--- config.mk ---
export PLATFORM = sky130hd
export DESIGN_NAME = ex_m_stage
export DESIGN_NICKNAME = d
export VERILOG_FILES = /design/src/rtl/ex_m_stage.sv
export SDC_FILE = /design/constraint.sdc
export NUM_CORES = 1
export LEC_CHECK = 0
export CAP_MARGIN = 20
export CORE_MARGIN = 4
export CORE_UTILIZATION = 67
export DETAILED_ROUTE_END_ITERATION = 7
export DONT_BUFFER_PORTS = 1
export PLACE_DENSITY = 0.82
export SYNTH_ARGS = -nofsm -noshare
export SYNTH_HDL_FRONTEND = slang
export SYNTH_SLANG_ARGS = --single-unit
--- constraint.sdc ---
create_clock -name clk -period 3.5 [get_ports clk]
set_input_delay 0.7 -clock clk [delete_from_list [all_inputs] [get_ports clk]]
set_output_delay 0.7 -clock clk [all_outputs]
set_load 0.01 [all_outputs]
--- src/rtl/ex_m_stage.sv ---
// EX->MEM pipeline register built as a two-entry skid buffer; control fields are gated off on bubbles.
// Optional performance counters (stall_cnt, flush_cnt) are built when EXM_PERF_CNT_EN is defined.
//
// state | meaning
// EMPTY | no entry held, out_valid=0
// ONE   | main entry valid and presented to MEM
// TWO   | main and skid both valid, in_ready=0

module ex_m_stage #(
    parameter int DATA_W  = 8,
    parameter int RADDR_W = 2,
    parameter int SP_W    = 2
) (
    input  logic               clk,
    input  logic               rst_n,
    input  logic               flush,
    input  logic               in_valid,
    output logic               in_ready,
    output logic               out_valid,
    input  logic               out_ready,
    input  logic [RADDR_W-1:0] in_ra,
    input  logic [RADDR_W-1:0] in_rb,
    input  logic [DATA_W-1:0]  in_R_ra,
    input  logic [DATA_W-1:0]  in_R_rb,
    input  logic [DATA_W-1:0]  in_res,
    input  logic [SP_W-1:0]    in_SP,
    input  logic               in_RW,
    input  logic               in_SW1,
    input  logic               in_SW2,
    input  logic               in_out_ld,
    input  logic               in_MW,
    input  logic               in_SM1,
    input  logic               in_SM2,
    output logic [RADDR_W-1:0] ra,
    output logic [RADDR_W-1:0] rb,
    output logic [DATA_W-1:0]  R_ra,
    output logic [DATA_W-1:0]  R_rb,
    output logic [DATA_W-1:0]  res,
    output logic [SP_W-1:0]    SP,
    output logic               RW,
    output logic               SW1,
    output logic               SW2,
    output logic               out_ld,
    output logic               MW,
    output logic               SM1,
    output logic               SM2
`ifdef EXM_PERF_CNT_EN
    ,
    output logic [15:0]        stall_cnt,
    output logic [15:0]        flush_cnt
`endif
);

    localparam int CTL_W = 7;
    localparam int PAY_W = 2 * RADDR_W + 3 * DATA_W + SP_W + CTL_W;

    typedef enum logic [1:0] {
        EMPTY = 2'd0,
        ONE   = 2'd1,
        TWO   = 2'd2
    } state_t;

    state_t             state_q;
    state_t             state_d;
    logic               in_ready_q;
    logic [PAY_W-1:0]   main_q;
    logic [PAY_W-1:0]   skid_q;
    logic [PAY_W-1:0]   in_pay;
    logic               accept;
    logic               handoff;
    logic               load_main;
    logic               load_skid;
    logic               main_from_skid;

    assign in_pay = {in_ra, in_rb, in_R_ra, in_R_rb, in_res, in_SP,
                     in_RW, in_SW1, in_SW2, in_out_ld, in_MW, in_SM1, in_SM2};

    assign in_ready  = in_ready_q;
    assign out_valid = (state_q != EMPTY);
    assign accept    = in_valid && in_ready_q;
    assign handoff   = out_valid && out_ready;

    always_comb begin
        state_d        = state_q;
        load_main      = 1'b0;
        load_skid      = 1'b0;
        main_from_skid = 1'b0;
        unique case (state_q)
            EMPTY: begin
                if (accept) begin
                    state_d   = ONE;
                    load_main = 1'b1;
                end
            end
            ONE: begin
                if (accept && handoff) begin
                    load_main = 1'b1;
                end else if (accept) begin
                    state_d   = TWO;
                    load_skid = 1'b1;
                end else if (handoff) begin
                    state_d = EMPTY;
                end
            end
            TWO: begin
                if (handoff) begin
                    state_d        = ONE;
                    main_from_skid = 1'b1;
                end
            end
            default: begin
                state_d = EMPTY;
            end
        endcase
        // flush overrides everything, including a same-cycle accept
        if (flush) begin
            state_d        = EMPTY;
            load_main      = 1'b0;
            load_skid      = 1'b0;
            main_from_skid = 1'b0;
        end
    end

    always_ff @(posedge clk or negedge rst_n) begin
        if (!rst_n) begin
            state_q    <= EMPTY;
            in_ready_q <= 1'b1;
            main_q     <= '0;
            skid_q     <= '0;
        end else begin
            state_q    <= state_d;
            in_ready_q <= (state_d != TWO);
            if (load_main) begin
                main_q <= in_pay;
            end else if (main_from_skid) begin
                main_q <= skid_q;
            end
            if (load_skid) begin
                skid_q <= in_pay;
            end
        end
    end

    assign {ra, rb, R_ra, R_rb, res, SP} = main_q[PAY_W-1:CTL_W];
    assign {RW, SW1, SW2, out_ld, MW, SM1, SM2} = main_q[CTL_W-1:0] & {CTL_W{out_valid}};

`ifdef EXM_PERF_CNT_EN
    always_ff @(posedge clk or negedge rst_n) begin
        if (!rst_n) begin
            stall_cnt <= '0;
            flush_cnt <= '0;
        end else begin
            if (out_valid && !out_ready && (stall_cnt != 16'hFFFF)) begin
                stall_cnt <= stall_cnt + 16'd1;
            end
            if (flush && (flush_cnt != 16'hFFFF)) begin
                flush_cnt <= flush_cnt + 16'd1;
            end
        end
    end
`endif

endmodule

# Yosys cells after proc, flatten, opt, wreduce, memory -nomap -nowiden

Cells that the tools add are included.

Flip-flop bits (word level): 77
Bits of input ports: 42
Output and inout bits: 39
Logic and storage cells: 33

Eq/ne operators: 3
Mux-type cells: 19
Bitwise operators: 1
Reductions and logical operators: 6

Operators by type and width:

| operator                                                        | count |
|---|---|
| 37-bit two-way mux                                              | 2 |
| 2-bit two-way mux                                               | 6 |
| 1-bit two-way mux                                               | 9 |
| 7-bit AND                                                       | 1 |
| 2-bit one-hot mux with 3 select lines                           | 1 |
| 2-bit nonzero test                                              | 2 |
| 1-bit logical AND                                               | 3 |
| 2-bit by 1-bit == test with 1-bit output, second input constant | 1 |
| 2-bit == test, second input constant                            | 1 |
| 2-bit zero test                                                 | 1 |
| 2-bit inequality test, second input constant                    | 1 |
| 1-bit one-hot mux with 2 select lines                           | 1 |

# Longest topological paths before layout

Gate-level depths: netlist of run 1.

Depth after elaboration: 8
Mapped depth: 5
Gate-level depth less buffers: 3

# Worst setup path after synthesis of run 1

Ideal clock, no wire load.

Path type: in2reg
From: input port flush
To: register skid_q[28]
Setup time: 125 ps
Arrival time: 1,643 ps
Required time: 3,375 ps
Path slack: 1,733 ps
Cell stages on the path: 5
Path buffers: 2
Path through: and4bb_4 > nand2b_1 > buf_6 > buf_6 > mux2_2

Longest elaborated chain between the ends: 1

RTL lines:

| element              | line | source |
|---|---|---|
| start, declared      | 16   | `input logic flush,` |
| 1-bit two-way mux    | 116  | `if (flush) begin` |
| end signal, assigned | 139  | `skid_q <= in_pay;` |
| end, declared        | 67   | `logic [PAY_W-1:0] skid_q;` |

No other way between the ends.
A chain may end at the register's enable or synchronous reset.

# Worst setup path after layout of run 1

From: register state_q[0]
To: output port SM2

Longest elaborated chain between the ends: 2

RTL lines:

| element                | line | source |
|---|---|---|
| start, declared        | 63   | `state_t state_q;` |
| start signal, assigned | 131  | `state_q <= state_d;` |
| 2-bit nonzero test     | 79   | `assign out_valid = (state_q != EMPTY);` |
| 7-bit AND              | 145  | `assign {RW, SW1, SW2, out_ld, MW, SM1, SM2} = main_q[CTL_W-1:0] & {CTL_W{out_valid}};` |
| end, declared          | 46   | `output logic SM2` |

No other way between the ends.

==> out/qor.yml, run 1 <==
ir_worst_vdd_mv: 0.416
antenna_found_initial: 0
setup_ws_ns: 1.37
dieArea_mm2: 0.00635
ctsHoldBuffers: 0
timing.rr.start: "in_ready"
hp-class: "in2async"
grt_max_degree: 78
placed_cell_area_mm2: 0.00320
required_ns: 2.80
fp.dieH_um: 79.7
root_buffer: "clkbuf_8"
design_area_mm2: 0.00347
numCtsBuffers: 9
rrSetupSlack_ns: 1.42
yosysUniqueCellTypes: 23
rows: 25
status: "completed"
cp_max_fo: 8
setup.worst_path.end: "SM2"
yosysSeqAreaShare: 0.560
rr_worst_depth: 3
clk_latency_ns: 0.33
netlist_instances: 257
slew_viol_final: 0
layout-drive-gt1-share: 0.249
fin_nets: 266
clk_path_buf_depth: 2
cts_tree: "built"
power.share.combinational: 0.114
period_needed_ns: 2.13
firstDrtPassIters: 4
start_kind: "register"
core_mm2: 0.00485
critPathArrivalTime_ns: 1.43
wire_per_inst_um: 21.3
drc_errors: 0
port_buffers: 0
clockPowerShare: 0.345
p_leak_nw: 1.55
syn_avg_cell_area_um2: 13.4
cts_sinks: 77
slew_headroom: 0.307
skew_ns: 0.00544
num_vias: 1927
drt_iter0_markers: 112
startpoint: "state_q[0]"
path_class: "reg2out"
drv_cap: 0
period_share: 0.608
ys_ff_latch: 77
final_core_util: 0.716
clk_pin_slew_worst_paths_ns: 0.07
yosysWarnings: 0
hpwlAfterDp_um: 4120
dp.cells: 279
totalWireLength_um: 6320
antenna_cells: 0
synth_top_area_frac: 0.552
vias_per_cell: 6.51
grt_pass1_vias: 2013
grt_overflow: 0
synth_top_area_cell: "dfrtp_1"
hold_viol_final: 0
syn-num-nets: 299
powerDensity_mw_per_mm2: 659
pwr-share-seq: 0.541
grt_pass1_wl_um: 10300
cp-end-kind: "output port"
setup_viol: 0
max_clock_freq_ghz: 0.470
ios: 81
pre_cts_ws_ns: 0.841
htree_levels: 3
synthTopCellsByCount: "76 x dfrtp_1, 37 x a221o_1, 37 x and2_1, 37 x mux2_2, 30 x buf_4"
rr_endpoint: "skid_q[36]"
p_switching_w: 0.000534
rsz0062_at_grt: "false"
grt_usage: 0.216
synth_edf_count: 0
post_cts_resized: 0
ys_top_cells_by_area: "dfrtp_1 55%, mux2_2 12%, a221o_1 11%, and2_1 6.7%, buf_4 6.5%"
synthToLayoutAreaGrowth_pct: 0.727
synth_ff_type: "dfrtp_1"
routabilityCongestion: 0.707
initial_core_util: 0.710
worst_pin_slew_ns: 1.04
syn_area_mm2: 0.00344
synth_most_common_cell: "dfrtp_1"
swShare: 0.233
ant_nets: 0
p_int_w: 0.00175
fin_setup_tns_ns: 0
die_w_um: 79.7
stdcell_count: 296
post_cts_buffers: 0
async_flop_share: 1.00
==> cell type report <==
| type | count | area (µm²) |
|---|---|---|
| inverters | 3 | 11.3 |
| flip-flops and latches | 77 | 1930 |
| repair buffers | 1 | 25.0 |
| multi-input cells | 132 | 1180 |
| clock inverters | 4 | 95.1 |
| clock buffers | 12 | 145 |
| well taps | 67 | 83.8 |
| fillers | 328 | 1380 |
==> logic make-up (layout without fill, tap and decap cells) <==
kind of cell           after synthesis  count (layout)  share of synthesized area
flip-flops                          77              77                      0.560
AND/OR/NAND/NOR                     54              54                      0.102
buffers and inverters               48              20                      0.100
AO/OA/AOI/OAI                       41              41                      0.117
multiplexers                        37              37                      0.121
==> layer usage <==
metal / vias up / GRT usage / share of wire
li1: 839 / - / -
met1: 984 / 0.262 / 0.40
met2: 94 / 0.340 / 0.48
met3: 10 / 0.107 / 0.11
met4: 0 / 0.0653 / 0.014
met5: - / 0 / 0
==> critical path, stage by stage (launching register included) <==
cell	delay, ns
dfrtp_1	0.44
nor2_1	0.47
nor2b_1	0.19
==> cells in the final DEF, fill, tap and decap left out <==
master     instances
a21oi_1            1
a21oi_4            1
a221o_1           37
and2_1            37
and2_4             1
and4bb_1           1
and4bb_4           1
bufinv_16          3
clkbuf_1           2
clkbuf_16          1
clkbuf_8          10
clkinv_2           1
dfrtp_1           76
dfstp_2            1
inv_1              3
mux2_2            37
nand2_1            1
nand2b_1           1
nand2b_2           1
nand3_1            1
nor2_1             2
nor2b_1            7
nor4b_1            1
o41a_1             1
o41ai_1            1
==> stage by stage <==
| step | hold WS [ns] | total power (W) |
|---|---|---|
| after CTS | 0.0345 | 0.00231 |
| after floorplan | 0.404 | 0.00153 |
| after detailed placement | 0.406 | 0.00152 |
| final | 0.0567 | 0.00229 |
| after global placement | 0.406 | 0.00148 |
| after global routing | 0.0226 | 0.00240 |
==> worst min-delay path by stage <==
stage / slack (ns) / startpoint / end
6_report: 0.06 / rst_n / main_q[30]
5_1_grt: 0.02 / rst_n / main_q[30]
4_1_cts: 0.03 / rst_n / main_q[32]
3_5_place_dp: 0.41 / rst_n / main_q[32]
3_3_place_gp: 0.41 / rst_n / main_q[32]
2_1_floorplan: 0.40 / rst_n / main_q[0]
==> power by group through the flow <==
stage | clock (W) | sequential (W) | combinational (W)
after floorplan | 0 | 0.00117 | 0.000356
after global placement | 0 | 0.00124 | 0.000241
after detailed placement | 0 | 0.00125 | 0.000262
after CTS | 0.000809 | 0.00124 | 0.000263
after global routing | 0.000851 | 0.00126 | 0.000285
final | 0.000790 | 0.00124 | 0.000260
==> flip-flops by register name, summed over array words and instances, names as in the netlist <==
name / cells
skid_q: 37
in_ready: 1
state_q: 2
main_q: 37
Note: power is estimated with default switching activity, not from simulation.
==> run 2, diff against run 1 <==
--- a/config.mk
+++ b/config.mk
@@ -7,10 +7,10 @@
 export LEC_CHECK = 0
 export CAP_MARGIN = 20
 export CORE_MARGIN = 4
-export CORE_UTILIZATION = 67
+export CORE_UTILIZATION = 56
 export DETAILED_ROUTE_END_ITERATION = 7
 export DONT_BUFFER_PORTS = 1
-export PLACE_DENSITY = 0.82
+export PLACE_DENSITY = 0.73
 export SYNTH_ARGS = -nofsm -noshare
 export SYNTH_HDL_FRONTEND = slang
 export SYNTH_SLANG_ARGS = --single-unit
==> constraint.sdc (replaced) <==
create_clock -name clk -period 1.8 [get_ports clk]
set_input_delay 0.36 -clock clk [delete_from_list [all_inputs] [get_ports clk]]
set_output_delay 0.36 -clock clk [all_outputs]
set_load 0.01 [all_outputs]
==> out/qor.yml, run 2 (synthesis gave the netlist of run 1 again) <==
clk_pin_slew_worst_paths_ns: 0.08  # was 0.07 ns
worst_pin_slew_ns: 0.670  # was 1.04 ns
met3_usage: 0.0608  # was 0.107
critPathArrivalTime_ns: 1.96  # was 1.43 ns
whs_ns: -0.290  # was 0.0567 ns
grt_pass1_vias: 2051  # was 2013
cp-end-kind: "register"  # was output port
ios: 81  # unchanged
period_share: 0.942
hpwlAfterDp_um: 3750  # was 4120 µm
grt_pass1_wl_um: 10400  # was 10300 µm
powerDensity_mw_per_mm2: 1250  # was 659 mW/mm²
cts_tree: "built"  # unchanged
rr_endpoint: "main_q[21]"  # was skid_q[36]
pwr-share-seq: 0.548  # was 0.541
grt_max_degree: 78  # unchanged
totalWireLength_um: 6240  # was 6320 µm
skew_ns: 0.00986  # was 0.00544 ns
core_mm2: 0.00596  # was 0.00485 mm²
clk_path_buf_depth: 2  # unchanged
required_ns: 2.06  # was 2.80 ns
root_buffer: "clkbuf_8"  # unchanged
clockPowerShare: 0.336  # was 0.345
hp-class: "in2async"  # unchanged
hold_viol_final: 77  # was 0
max_clock_freq_ghz: 0.590
die_w_um: 86.4  # was 79.7 µm
grtUsageMet1: 0.212  # was 0.262
slowest_stage: "dfstp_2"  # was nor2_1
p_leak_nw: 1.56  # was 1.55 nW
routabilityCongestion: 0.668  # was 0.707
cts_sinks: 77  # unchanged
ant_nets: 0  # unchanged
port_buffers: 0  # unchanged
cp_top_family: "simple AND/OR/NAND/NOR gates"  # unchanged
reg.largest.list: "main_q x37, skid_q x37, state_q x2"  # unchanged
wire_per_inst_um: 20.3  # was 21.3 µm
layout_commonest_cell: "dfrtp_1"  # unchanged
rows: 28  # was 25
antenna_cells: 0  # unchanged
post_cts_buffers: 0  # unchanged
path_class: "reg2reg"  # was reg2out
vias_per_cell: 6.07  # was 6.51
globalRouteMet2Util: 0.301  # was 0.340
drv_cap: 0  # unchanged
fill_cells: 472  # was 328
rr_worst_depth: 3  # unchanged
fp.dieH_um: 86.4  # was 79.7 µm
critical-path-max-stage-delay_ns: 0.58  # was 0.47 ns
num_vias: 1863  # was 1927
cp_cell_sequence: "and4bb_4 > and2_4 > a221o_1"  # was nor2_1 > nor2b_1
swShare: 0.240  # was 0.233
period_needed_ns: 1.70
numCtsBuffers: 9  # unchanged
ir_worst_vdd_mv: 0.619  # was 0.416 mV
layout-drive-gt1-share: 0.267  # was 0.249
grt_usage: 0.182  # was 0.216
failed_checks: "hold timing"
p_switching_w: 0.00105  # was 0.000534 W
power.share.combinational: 0.116  # was 0.114
fin_nets: 269  # was 266
drc_errors: 0  # unchanged
p_int_w: 0.00331  # was 0.00175 W
htree_levels: 3  # unchanged
busiest_layer: "met2"  # unchanged
slew_viol_final: 0  # unchanged
drt_iter0_markers: 80  # was 112
start_kind: "register"  # unchanged
clk_latency_ns: 0.34  # was 0.33 ns
mostFrequentLayoutCells: "76 x dfrtp_1, 37 x and2_1, 37 x a221o_1, 37 x mux2_2, 11 x clkbuf_8"  # was 76 x dfrtp_1, 37 x and2_1, 37 x a221o_1, 37 x mux2_2, 10 x clkbuf_8
timing.rr.start: "in_ready"  # unchanged
antenna_found_initial: 0  # unchanged
grt_overflow: 0  # unchanged
firstDrtPassIters: 4  # unchanged
fin_total_pwr_w: 0.00436  # was 0.00229 W
initial_core_util: 0.578  # was 0.710
cp_max_fo: 37  # was 8
slew_headroom: 0.552  # was 0.307
rsz0062_at_grt: "false"  # unchanged
rrSetupSlack_ns: 0.10  # was 1.42 ns
setup_viol: 0  # unchanged
synthToLayoutAreaGrowth_pct: 1.60  # was 0.727%
dieArea_mm2: 0.00747  # was 0.00635 mm²
status: "finished with violations"  # was completed
cp_num_buf_inv: 0  # unchanged
[run 2: changes by cell type in the layout (fill, tap and decap cells not counted), sizes merged]
| cell | delta |
|---|---|
| buf | +3 |
| clkinvlp | +3 |
| clkbuf | -2 |
| a21oi | +1 |
| bufinv | -1 |
| clkinv | -1 |
[run 2: power by group through the flow]
stage	clock network [W]	registers, W	logic (W)
2_1_floorplan	0	0.00228	0.000692
4_1_cts	0.00151	0.00239	0.000517
5_1_grt	0.00158	0.00244	0.000568
3_3_place_gp	0	0.00240	0.000479
3_5_place_dp	0	0.00242	0.000506
6_report	0.00146	0.00239	0.000506
[run 2: routing by layer]
metal	share of wire	wire length, µm
met5	0	0
met2	0.49	3030
met1	0.43	2690
met4	0.014	85
met3	0.070	434
[run 2: worst max-delay path by stage]
| stage | from | end | slack (ns) | cells after the start |
|---|---|---|---|---|
| 2_1_floorplan | in_ready | skid_q[28] | 0.27 | 5 |
| 3_3_place_gp | out_ready | main_q[0] | -0.001 | 3 |
| 3_5_place_dp | out_ready | main_q[21] | -0.08 | 3 |
| 4_1_cts | in_ready | main_q[21] | 0.08 | 3 |
| 5_1_grt | in_ready | main_q[21] | 0.006 | 3 |
| 6_report | in_ready | main_q[21] | 0.10 | 3 |
[run 2: layout make-up]
cell class                      count  area [µm²]  share of cell area
Clock buffer                       11         151              0.0433
Inverter                            3        11.3             0.00322
Tap cell                           75        93.8              0.0268
Timing Repair Buffer                3        35.0              0.0100
Multi-Input combinational cell    133        1200               0.342
Clock inverter                      5        82.6              0.0236
Sequential cell                    77        1930               0.551
[run 2: stage by stage]
stage | cells | utilization | setup TNS [ns] | setup WS (ns) | cell area [µm²]
5_1_grt | 307 | 0.588 | 0 | 0.00597 | 3500
4_1_cts | 307 | 0.588 | 0 | 0.0807 | 3500
6_report | 307 | 0.588 | 0 | 0.104 | 3500
3_3_place_gp | 290 | 0.546 | -0.00121 | -0.00121 | 3250
3_5_place_dp | 290 | 0.546 | -1.21 | -0.0785 | 3250
2_1_floorplan | 257 | - | 0 | 0.268 | 3440
[run 2: what timing repair did]
| action | CTS | global route |
|---|---|---|
| gates resized for setup | 1 | 0 |
| setup endpoints to repair | 37 | 0 |
| endpoints found under the hold margin | 77 | 77 |
==> run 3, diff against run 2 <==
--- a/config.mk
+++ b/config.mk
@@ -6,7 +6,7 @@
 export NUM_CORES = 1
 export LEC_CHECK = 0
 export CAP_MARGIN = 20
-export CORE_MARGIN = 4
+export CORE_MARGIN = 2
 export CORE_UTILIZATION = 56
 export DETAILED_ROUTE_END_ITERATION = 7
 export DONT_BUFFER_PORTS = 1
==> out/qor.yml, run 3 (synthesis gave the netlist of run 1 again) <==
failed_checks: "hold timing"  # unchanged
layout-drive-gt1-share: 0.269  # was 0.267
whs_ns: -0.292  # was -0.290 ns
pre_cts_ws_ns: -0.00936  # was -0.0785 ns
mostFrequentLayoutCells: "76 x dfrtp_1, 37 x and2_1, 37 x a221o_1, 37 x mux2_2, 10 x clkbuf_8"  # was 76 x dfrtp_1, 37 x and2_1, 37 x a221o_1, 37 x mux2_2, 11 x clkbuf_8
num_vias: 1894  # was 1863
period_share: 0.913  # was 0.942
die_w_um: 82.4  # was 86.4 µm
stdcell_count: 309  # was 307
fin_nets: 271  # was 269
cp_num_buf_inv: 0  # unchanged
post_cts_buffers: 0  # unchanged
hold_viol_final: 77  # unchanged
slowest_stage: "dfstp_2"  # unchanged
p_leak_nw: 1.55  # was 1.56 nW
path_class: "reg2reg"  # unchanged
totalWireLength_um: 6280  # was 6240 µm
ir_worst_vdd_mv: 0.512  # was 0.619 mV
fp.dieH_um: 82.4  # was 86.4 µm
dp.cells: 292  # was 290
firstDrtPassIters: 4  # unchanged
drv_cap: 0  # unchanged
ios: 81  # unchanged
root_buffer: "clkbuf_8"  # unchanged
reg.largest.list: "main_q x37, skid_q x37, state_q x2"  # unchanged
routabilityCongestion: 0.715  # was 0.668
critPathArrivalTime_ns: 1.91  # was 1.96 ns
grt_overflow: 0  # unchanged
required_ns: 2.07  # was 2.06 ns
period_needed_ns: 1.64  # was 1.70 ns
htree_levels: 3  # unchanged
critical-path-max-stage-delay_ns: 0.58  # about the same
drt_iter0_markers: 117  # was 80
layout_commonest_cell: "dfrtp_1"  # unchanged
cts_tree: "built"  # unchanged
antenna_found_initial: 0  # unchanged
grt_usage: 0.198  # was 0.182
status: "finished with violations"  # unchanged
dieArea_mm2: 0.00679  # was 0.00747 mm²
skew_ns: 0.0127  # was 0.00986 ns
initial_core_util: 0.582  # was 0.578
hp-class: "in2async"  # unchanged
hpwlAfterDp_um: 3720  # was 3750 µm
setup_viol: 0  # unchanged
cp_top_family: "simple AND/OR/NAND/NOR gates"  # unchanged
drc_errors: 0  # unchanged
vias_per_cell: 6.13  # was 6.07
clk_latency_ns: 0.34  # about the same
worst_pin_slew_ns: 0.648  # was 0.670 ns
powerDensity_mw_per_mm2: 1200  # was 1250 mW/mm²
cp-end-kind: "register"  # unchanged
port_buffers: 0  # unchanged
wire_per_inst_um: 20.3  # about the same
slew_viol_final: 0  # unchanged
clk_path_buf_depth: 2  # unchanged
start_kind: "register"  # unchanged
rows: 28  # unchanged
core_mm2: 0.00592  # was 0.00596 mm²
clk_pin_slew_worst_paths_ns: 0.08  # about the same
setup_ws_ns: 0.157  # was 0.104 ns
slew_headroom: 0.567  # was 0.552
cp_cell_sequence: "and4bb_4 > and2_4 > a221o_1"  # unchanged
cp_max_fo: 37  # unchanged
cts_sinks: 77  # unchanged
grt_max_degree: 78  # unchanged
synthToLayoutAreaGrowth_pct: 0.654  # was 1.60%
grt_pass1_wl_um: 9860  # was 10400 µm
grt_pass1_vias: 1991  # was 2051
fin_total_pwr_w: 0.00417  # was 0.00436 W
max_clock_freq_ghz: 0.609  # was 0.590 GHz
numCtsBuffers: 9  # unchanged
rsz0062_at_grt: "false"  # unchanged
antenna_cells: 0  # unchanged
ant_nets: 0  # unchanged
fill_cells: 473  # was 472
-- run 3: metrics by stage --
stage | hold slack (ns) | setup TNS (ns) | cell area [µm²] | utilization
final | -0.292 | 0 | 3470 | 0.586
after global routing | -0.319 | 0 | 3470 | 0.586
after CTS | -0.305 | 0 | 3460 | 0.585
after detailed placement | 0.0663 | -0.0173 | 3250 | 0.549
after global placement | 0.0661 | 0 | 3250 | 0.549
after floorplan | 0.0644 | 0 | 3440 | -
-- run 3: layer usage --
layer | global-route usage | wire, µm | up-vias | part of all wire
met5 | 0 | 0 | - | 0
met4 | 0.0900 | 72 | 0 | 0.011
met3 | 0.0630 | 498 | 9 | 0.079
met2 | 0.284 | 2860 | 58 | 0.45
met1 | 0.275 | 2850 | 985 | 0.45
li1 | - | - | 842 | -
-- run 3: cell type report --
cell class | count | area, µm² | area share
well taps | 75 | 93.8 | 0.0271
flip-flops and latches | 77 | 1930 | 0.556
clock buffers | 12 | 145 | 0.0419
multi-input cells | 133 | 1200 | 0.346
inverters | 3 | 11.3 | 0.00325
clock inverters | 4 | 47.5 | 0.0137
repair buffers | 5 | 41.3 | 0.0119
-- run 3: timing repair --
item	CTS	global route
endpoints found under the hold margin	77	77
pin swaps	0	0
gates cloned	1	0
resized for setup	1	2
endpoints found under the setup margin	22	34
-- run 3: power by group --
group          total (W)  leakage, nW  internal [W]  switching, W
Clock            0.00128       0.0964      0.000676      0.000600
Combinational   0.000505        0.501      0.000333      0.000172
Sequential       0.00239        0.951       0.00212      0.000265
Total            0.00417         1.55       0.00313       0.00104
-- run 3: worst paths after layout --
path | startpoint | endpoint | slack, ns | cells after the start
max | in_ready | main_q[12] | 0.16 | 3
min | rst_n | main_q[21] | -0.29 | 0
max reg2reg | in_ready | main_q[12] | 0.16 | 3
min reg2reg | skid_q[23] | skid_q[23] | 0.50 | 1
max in group asynchronous | rst_n | in_ready | 1.88 | 0
min in group clk | flush | state_q[0] | 0.09 | 1
